[config.mk]
export PLATFORM = sky130hd
export DESIGN_NAME = mux_scan_ctrl
export DESIGN_NICKNAME = d
export VERILOG_FILES = /design/src/rtl/mux_scan_pkg.sv /design/src/rtl/mux_scan_next_ch.sv /design/src/rtl/mux_scan_ctrl.sv
export SDC_FILE = /design/constraint.sdc
export NUM_CORES = 1
export LEC_CHECK = 0
export ABC_AREA = 0
export CAP_MARGIN = 20
export CORE_ASPECT_RATIO = 0.9
export CORE_MARGIN = 2
export CORE_UTILIZATION = 54
export CTS_CLUSTER_SIZE = 12
export DETAILED_ROUTE_END_ITERATION = 10
export PLACE_DENSITY = 0.89
export SLEW_MARGIN = 20
export SYNTH_ARGS = -nofsm -noshare
export SYNTH_HDL_FRONTEND = slang
export SYNTH_HIERARCHICAL = 1
export SYNTH_SLANG_ARGS = --single-unit
[constraint.sdc]
create_clock -name clk -period 3.2 [get_ports clk]
set_input_delay 0.64 -clock clk [delete_from_list [all_inputs] [get_ports clk]]
set_output_delay 0.64 -clock clk [all_outputs]
set_load 0.02 [all_outputs]
[src/rtl/mux_scan_pkg.sv]
// Shared types and the enabled-channel search used by the mux scan controller.
package mux_scan_pkg;
   localparam int CH_NUM = 4;
   localparam int SEL_W  = 2;

   typedef enum logic [1:0] {IDLE, SCAN, DONE} state_t;

   typedef struct packed {
      logic             found;
      logic [SEL_W-1:0] idx;
   } pick_t;

   // Lowest enabled channel whose index is >= from; from may be CH_NUM (nothing left).
   function automatic pick_t first_en(input logic [CH_NUM-1:0] en, input logic [SEL_W:0] from);
      pick_t r;
      r = '0;
      for (int i = CH_NUM - 1; i >= 0; i--) begin
         if (en[i] && (i >= int'(from))) begin
            r.found = 1'b1;
            r.idx   = SEL_W'(i);
         end
      end
      return r;
   endfunction
endpackage

[src/rtl/mux_scan_next_ch.sv]
// Combinational priority finder: first enabled channel from 0, or the next one above cur.
module mux_scan_next_ch
   import mux_scan_pkg::*;
(
   input  logic [CH_NUM-1:0] en,
   input  logic [SEL_W-1:0]  cur,
   input  logic              from_start,
   output logic [SEL_W-1:0]  next_idx,
   output logic              found
);
   logic [SEL_W:0] from;
   pick_t          pick;

   assign from     = from_start ? '0 : ({1'b0, cur} + 1'b1);
   assign pick     = first_en(en, from);
   assign next_idx = pick.idx;
   assign found    = pick.found;
endmodule

[src/rtl/mux_scan_ctrl.sv]
// Scan controller for the 4:1 mux stage: dwells on each enabled select, samples Z, publishes a frame.
// Optional MUX_SCAN_PARITY_EN adds frame_par, the XOR of the published frame.
module mux_scan_ctrl
   import mux_scan_pkg::*;
#(
   parameter int DWELL   = 4,
   parameter int DWELL_W = 8
)(
   input  logic              clk,
   input  logic              rst,
   input  logic              start,
   input  logic              cont,
   input  logic [CH_NUM-1:0] chan_en,
   input  logic              z_in,
   output logic              sel_a,
   output logic              sel_b,
   output logic [CH_NUM-1:0] frame,
   output logic              frame_valid,
`ifdef MUX_SCAN_PARITY_EN
   output logic              frame_par,
`endif
   output logic              busy
);
   // state | meaning
   // IDLE  | select parked at 00, waiting for start
   // SCAN  | holding select on chan for DWELL cycles, sampling Z on the last one
   // DONE  | one cycle: publish frame, relaunch if cont else return to IDLE

   state_t              state_q, state_d;
   logic [SEL_W-1:0]    chan_q, chan_d, sel_q, sel_d;
   logic [DWELL_W-1:0]  cnt_q, cnt_d;
   logic [CH_NUM-1:0]   en_q, en_d, shadow_q, shadow_d, frame_q, frame_d;
   logic                valid_q, valid_d;

   logic [CH_NUM-1:0]   pk_en;
   logic                pk_start, pk_found;
   logic [SEL_W-1:0]    pk_idx;

   mux_scan_next_ch u_next_ch (
      .en         (pk_en),
      .cur        (chan_q),
      .from_start (pk_start),
      .next_idx   (pk_idx),
      .found      (pk_found)
   );

   always_comb begin
      state_d  = state_q;
      chan_d   = chan_q;
      cnt_d    = cnt_q;
      en_d     = en_q;
      shadow_d = shadow_q;
      frame_d  = frame_q;
      valid_d  = 1'b0;
      pk_en    = en_q;
      pk_start = 1'b0;

      case (state_q)
         IDLE: begin
            if (start) begin
               pk_en    = chan_en;
               pk_start = 1'b1;
               en_d     = chan_en;
               shadow_d = '0;
               cnt_d    = '0;
               chan_d   = pk_idx;
               state_d  = pk_found ? SCAN : DONE;
            end
         end
         SCAN: begin
            cnt_d = cnt_q + DWELL_W'(1);
            if (cnt_q == DWELL_W'(DWELL - 1)) begin
               shadow_d[chan_q] = z_in;
               cnt_d            = '0;
               if (pk_found) chan_d = pk_idx;
               else          state_d = DONE;
            end
         end
         DONE: begin
            frame_d = shadow_q & en_q;
            valid_d = 1'b1;
            if (cont) begin
               pk_en    = chan_en;
               pk_start = 1'b1;
               en_d     = chan_en;
               shadow_d = '0;
               cnt_d    = '0;
               chan_d   = pk_idx;
               state_d  = pk_found ? SCAN : DONE;
            end else begin
               state_d = IDLE;
            end
         end
         default: state_d = IDLE;
      endcase

      // Select is registered alongside chan so it is valid in the cycle Z is sampled.
      sel_d = (state_d == SCAN) ? chan_d : '0;
   end

   always_ff @(posedge clk) begin
      if (rst) begin
         state_q  <= IDLE;
         chan_q   <= '0;
         sel_q    <= '0;
         cnt_q    <= '0;
         en_q     <= '0;
         shadow_q <= '0;
         frame_q  <= '0;
         valid_q  <= 1'b0;
      end else begin
         state_q  <= state_d;
         chan_q   <= chan_d;
         sel_q    <= sel_d;
         cnt_q    <= cnt_d;
         en_q     <= en_d;
         shadow_q <= shadow_d;
         frame_q  <= frame_d;
         valid_q  <= valid_d;
      end
   end

`ifdef MUX_SCAN_PARITY_EN
   logic par_q;
   always_ff @(posedge clk) begin
      if (rst)          par_q <= 1'b0;
      else if (valid_d) par_q <= ^frame_d;
   end
   assign frame_par = par_q;
`endif

   assign sel_a       = sel_q[0];
   assign sel_b       = sel_q[1];
   assign frame       = frame_q;
   assign frame_valid = valid_q;
   assign busy        = (state_q != IDLE);
endmodule

# Yosys cells after proc, flatten, opt, wreduce, memory -nomap -nowiden
# Cells that the tools add are included.
# op_classes
n_addsub,2
n_lt_le_gt_ge,6
eq_ne,7
n_mux,34
bitwise,2
n_reduce_logical,11
# op_table
operator,n
$mux W8,3
$pmux W8 S3,1
$mux W4,5
$mux W2,9
$mux W3,5
$pmux W2 S3,2
$pmux W4 S3,1
$add A8 B1 Y8 const B,1
$eq A8 B2 Y1 const B,1
$pmux W4 S2,1
$ge A1 B3 Y1 const A,2
$ge A2 B3 Y1 const A,2
$ne A2 B2 Y1 const B,3
$logic_and A1 B1 Y1,5
$and A4 B4 Y4,1
$bwmux W4,1
$eq A2 B1 Y1 const B,2
$mux W1,4
$reduce_and A4 Y1,1
$add A2 B1 Y3 const B,1
$lt A2 B3 Y1 const B,1
$reduce_and A3 Y1,1
$reduce_bool A3 Y1,1
$demux W1 S2,1
other kinds (7),7
# word_totals
ff_bits,27
out_inout_bits,8

# Longest topological paths before layout
# logic_depth
ltp_word,15
mapped_depth,9
depth_no_buf,9

# Modules after synthesis
# Netlist, hierarchy kept.
# by_module_without_submodules
module,instances,cells_each,area_per_inst_um2,seq_area_each_um2
mux_scan_ctrl,1,140,1218.7,540.5
mux_scan_next_ch,1,17,130.1,0.0

# Least setup slack after synthesis
# Ideal clock, no wire load.
# synth_path
path_type,input-to-reg
from,input port cont
to,register chan_q[0]
setup_time_ps,130
t_arrival_ps,2323
t_required_ps,3070
slack_ps,747
stages,8
path_buffers,0
path_cell_list,mux2i_1 o31ai_1 or3b_1 a21oi_2 a2bb2o_4 a31o_2 nand4_1 a21oi_1
# synth_between
word_cells_on_any_way,22
classes_between,4 x order compare; 14 x mux; 4 x reduce/logical
# synth_rtl
element,line,source
"start, declared",mux_scan_ctrl.sv:12,"input logic cont,"
$mux W4,-,
$pmux W4 S2,-,
net en_d[3],mux_scan_ctrl.sv:32,"logic [CH_NUM-1:0] en_q, en_d, shadow_q, shadow_d, frame_q, frame_d;"
$logic_and A1 B1 Y1,mux_scan_pkg.sv:18,if (en[i] && (i >= int'(from))) begin
$mux W3 (4 in series),mux_scan_pkg.sv:18,
net pk_found,mux_scan_ctrl.sv:36,"logic pk_start, pk_found;"
$mux W2,mux_scan_ctrl.sv:75,if (pk_found) chan_d = pk_idx;
$mux W2,mux_scan_ctrl.sv:72,if (cnt_q == DWELL_W'(DWELL - 1)) begin
$pmux W2 S3,mux_scan_ctrl.sv:58,case (state_q)
"end signal, assigned",mux_scan_ctrl.sv:113,chan_q <= chan_d;
"end, declared",mux_scan_ctrl.sv:30,"logic [SEL_W-1:0] chan_q, chan_d, sel_q, sel_d;"
# The timed path passes the listed nets, and every way through them passes these cells.
# A chain may end at the register's enable or synchronous reset.

# Worst setup path after layout
# layout_path
from,input port cont
to,register sel_q[0]
# layout_between
word_cells_on_any_way,31
classes_between,4 x order compare; 1 x eq/ne; 20 x mux; 1 x bitwise; 5 x reduce/logical
# layout_rtl
element,line,source
$mux W4 *,-,
$pmux W4 S2 *,-,
net en_d[3],mux_scan_ctrl.sv:32,
$logic_and A1 B1 Y1 *,mux_scan_pkg.sv:18,
$mux W3 * (4 in series),mux_scan_pkg.sv:18,
net pk_found,mux_scan_ctrl.sv:36,
$mux W2 (on tied branches),"mux_scan_ctrl.sv:67, mux_scan_ctrl.sv:89, mux_scan_ctrl.sv:75",
$mux W2 (on tied branches),"mux_scan_ctrl.sv:82, mux_scan_ctrl.sv:60, mux_scan_ctrl.sv:72",
$pmux W2 S3,mux_scan_ctrl.sv:58,
$eq A2 B1 Y1,mux_scan_ctrl.sv:98,sel_d = (state_d == SCAN) ? chan_d : '0;
$not A1 Y1 (no source line),-,
$reduce_or A2 Y1 (no source line),-,
"end signal, assigned",mux_scan_ctrl.sv:114,sel_q <= sel_d;
"end, declared",mux_scan_ctrl.sv:30,
# Mark *: on every way through the listed nets, which the timed path passes. The rest lies on a longest branch.

==> implementation parameters <==
Parameter                              Value

Cells and area
  Ant. Diodes ... 0
  Commonest cells after routing, fill and taps aside ... sky130_fd_sc_hd__dfxtp_1, sky130_fd_sc_hd__a21oi_1, sky130_fd_sc_hd__clkdlybuf4s50_1
  Fraction of final layout cells with drive strength greater than 1 ... 10.34%
  Final std cells w/o fill ... 202
  Nets ... 186
  Most common cell after layout, fill and taps aside ... sky130_fd_sc_hd__dfxtp_1
  Synthesis-to-layout area growth ... 16.05%
  FILL cells ... 208

Floorplanning
  Top Ports ... 17
  Die height ... 51.42 um
  Initial Utilization ... 56.12%
  Row cnt ... 17
  Width of the die ... 56.68 um
  Core footprint ... 2404 um2
  Die area ... 2914 um2

Drt
  Number of vias in the routed layout ... 1268
  Metal-1 WL ... 1422 um
  Met3 Routed Length ... 206 um
  DR WL met2 ... 1539 um
  Top Layer Used ... met4
  DRC viols ... 0
  Iteration count of the initial detailed-routing pass ... 4
  Post-detailed-routing wire length ... 3224 um
  DR iter-0 viols ... 46
  Detailed-route vias per instance ... 6.277
  Routed len/inst ... 15.96 um
  Number of routed nets with antenna violations ... 0

Clock tree
  Number of buffers between clock root and the deepest sink ... 2
  Worst-skew pair later-pin latency ... 0.33 ns
  Clock-pin slew reported for the worst setup and hold paths after clock tree synthesis ... 0.15 ns
  Count of H-tree levels built during CTS ... 1
  Clock tree from TritonCTS ... yes
  Library cell used as clock root buffer ... sky130_fd_sc_hd__clkbuf_4
  CTS Buf Count ... 3
  Number of sinks driven by the clock tree ... 27

STA
  Number of hold-slack violations in the final timing report ... 0
  Count of final setup violators ... 0
  Max Clk Rate ... 0.3339 GHz
  Share of the clock period used by the worst path after layout ... 93.60%
  Setup TNS after final layout ... 0 ns
  Worst slew margin relative to its limit ... 65.49%
  Worst slew pin tran ... 0.5076 ns
  Worst clock skew ... 0.01277 ns
  Worst hold slack ... 0.4682 ns
  Unrepaired setup endpoints after global routing ... false
  Crit path time final ... 2.995 ns
  Max-slew violation count ... 0

Setup path
  Critical path buffer and inverter count ... 1
  Largest fanout on the critical path ... 9
  Slowest Stage Delay on Critical Path ... 0.51 ns
  Setup crit end kind ... register
  Startpoint-to-endpoint class of the critical path ... in -> reg
  Cell at the slowest stage of the critical path ... sky130_fd_sc_hd__clkdlybuf4s50_1
  Critical path required time ... 3.46 ns
  Launching element type of the critical path ... input port
  Cell type group with the largest total delay on the critical path ... compound AO/OA/AOI/OAI gates
  Cells traversed along the worst timing path ... clkdlybuf4s50_1 -> mux2i_2 -> o31ai_1 -> or3b_1 -> a21oi_2 -> a2bb2o_4 -> a31oi_1 -> o21ai_0 -> a21oi_1
  Signal arrival time at the worst endpoint ... 3.26 ns

Logic synthesis
  Post-Syn Nets ... 168
  Number of standard cells after synthesis ... 157
  Synth Area per Inst ... 8.591 um2
  Post-synthesis instance area ... 1349 um2
  Synth Flop Type ... sky130_fd_sc_hd__dfxtp_1
  Number of synthesis warnings ... 6
  Flip-flop and latch count after synthesis ... 27
  Netlist cell types ... 40
  EDFF count, synth ... 0
  Share of flip-flops with an asynchronous set or reset after synthesis ... 0%
  Proportion of synthesized chip area in sequential cells ... 40.07%

GRT
  Total global-route track usage ... 23.39%
  Number of global-route vias before repair ... 1216
  Remaining Overflow, GRT ... 0
  Global-route wire length before repair ... 5340 um
  Pin count of the biggest net entering global routing ... 17
  Number of antenna violations at the first check in global routing ... 0

Power and ir drop
  Design Power ... 0.9612 mW
  Internal power consumption ... 0.5838 mW
  Switching share of total power ... 39.27%
  Combinational cell fraction of total power ... 40.5%
  PD cells ... 614.1 nW/um2
  Net Switching ... 0.3774 mW
  Maximum vdd drop ... 598.4 uV
  Register share of total power ... 44.1%
  P_leak ... 0.5666 nW
  Fraction of power consumed by the clock network ... 15.5%

Outcome
  Result of the run ... complete, no violations

Placement
  DPL Wire Length ... 2361 um
  Weighted congestion at the end of routability-driven global placement ... 0.8308
  Count of input and output buffers ... 16
  Post-Place Cells ... 198

Run
  Count of max-cap constraint violations ... 0

Worst hold path
  Worst min-delay path category ... reg -> reg
==> cell usage after synthesis, types with 3 or more instances <==
master | count | area share, %
sky130_fd_sc_hd__dfxtp_1 | 27 | 40
sky130_fd_sc_hd__xnor2_1 | 5 | 3.2
sky130_fd_sc_hd__o311ai_0 | 4 | 2.6
sky130_fd_sc_hd__a21oi_1 | 18 | 6.7
sky130_fd_sc_hd__nand3_1 | 7 | 2.6
sky130_fd_sc_hd__o31ai_1 | 10 | 5.6
sky130_fd_sc_hd__or2_2 | 3 | 1.4
sky130_fd_sc_hd__and2_1 | 5 | 2.3
sky130_fd_sc_hd__nor2_1 | 10 | 2.8
sky130_fd_sc_hd__nand2_1 | 10 | 2.8
sky130_fd_sc_hd__o21ai_0 | 7 | 2.6
sky130_fd_sc_hd__inv_1 | 12 | 3.3
sky130_fd_sc_hd__nand4_1 | 4 | 1.9
==> final timing paths <==
check	start	endpoint	slack, ns	cells past startpoint
setup / recovery	cont	sel_q[0]$_SDFF_PP0_	0.20	9
hold / removal	frame[0]$_SDFFE_PP0N_	frame[0]$_SDFFE_PP0N_	0.47	2
setup reg to reg	state_q[1]$_SDFF_PP0_	sel_q[0]$_SDFF_PP0_	0.55	8
hold reg to reg	frame[0]$_SDFFE_PP0N_	frame[0]$_SDFFE_PP0N_	0.47	2
==> final cells by class <==
type / instances / area (um2) / share of cell area (%)
clock buffers: 3 / 22.52 / 1.439
well taps: 28 / 35.03 / 2.238
flip-flops and latches: 27 / 540.5 / 34.53
multi-input cells: 114 / 749.5 / 47.88
clock inverters: 1 / 5.005 / 0.3197
inverters: 12 / 45.04 / 2.878
repair buffers: 17 / 167.7 / 10.71
==> flip-flops by register name (all words and copies together), names as in the netlist <==
name         flops
cnt_q            8
state_q          2
sel_q            2
en_q             4
shadow_q         4
chan_q           2
frame            4
frame_valid      1
==> power by group through the flow <==
stage,clock [mW],sequential (mW),combinational [mW]
CTS,0.147,0.422,0.380
finish,0.149,0.424,0.389
global route,0.161,0.429,0.419
detailed placement,0,0.429,0.377
floorplan,0,0.417,0.285
global placement,0,0.426,0.354
==> timing repair <==
action | 4_1_cts | 5_1_grt
hold buffers | 0 | 0
buffers inserted | 0 | 0
gates resized for setup | 0 | 1
endpoints found under the setup margin | 0 | 5
==> per-layer routing <==
metal / GRT usage, % / vias up
li1: - / 611
met1: 27.70 / 592
met2: 42.83 / 57
met3: 5.063 / 8
met4: 5.952 / 0
met5: 0 / -
==> cells by family (layout without fill, tap and decap cells) <==
family                     Yosys count  after routing  synth area share [%]
adders and majority gates            2              2                 1.855
and+or+nand+nor                     52             52                 22.08
AOI/OAI and AO/OA                   54             54                 27.37
xor gates and xnor gates             5              5                 3.247
DFF                                 27             27                 40.07
muxes                                1              1                0.7421
buffers and inverters               16             33                 4.638
==> stage by stage <==
| step | area [um2] | util, % | worst slack, ns |
|---|---|---|---|
| 2_1_floorplan | 1349 | - | 0.7465 |
| 3_3_place_gp | 1534 | 63.82 | 0.1270 |
| 3_5_place_dp | 1534 | 63.82 | -0.1637 |
| 4_1_cts | 1562 | 64.97 | 0.1046 |
| 5_1_grt | 1565 | 65.12 | 0.1177 |
| 6_report | 1565 | 65.12 | 0.2049 |
==> worst register-to-register path: cells and delay by family, from the launching register on <==
| kind | cells | cell delay (ns) |
|---|---|---|
| AND/OR/NAND/NOR | 1 | 0.42 |
| flip-flops | 1 | 0.44 |
| AO/OA/AOI/OAI | 6 | 1.22 |
| multiplexers | 1 | 0.51 |
(Power assumes the default switching activity.)
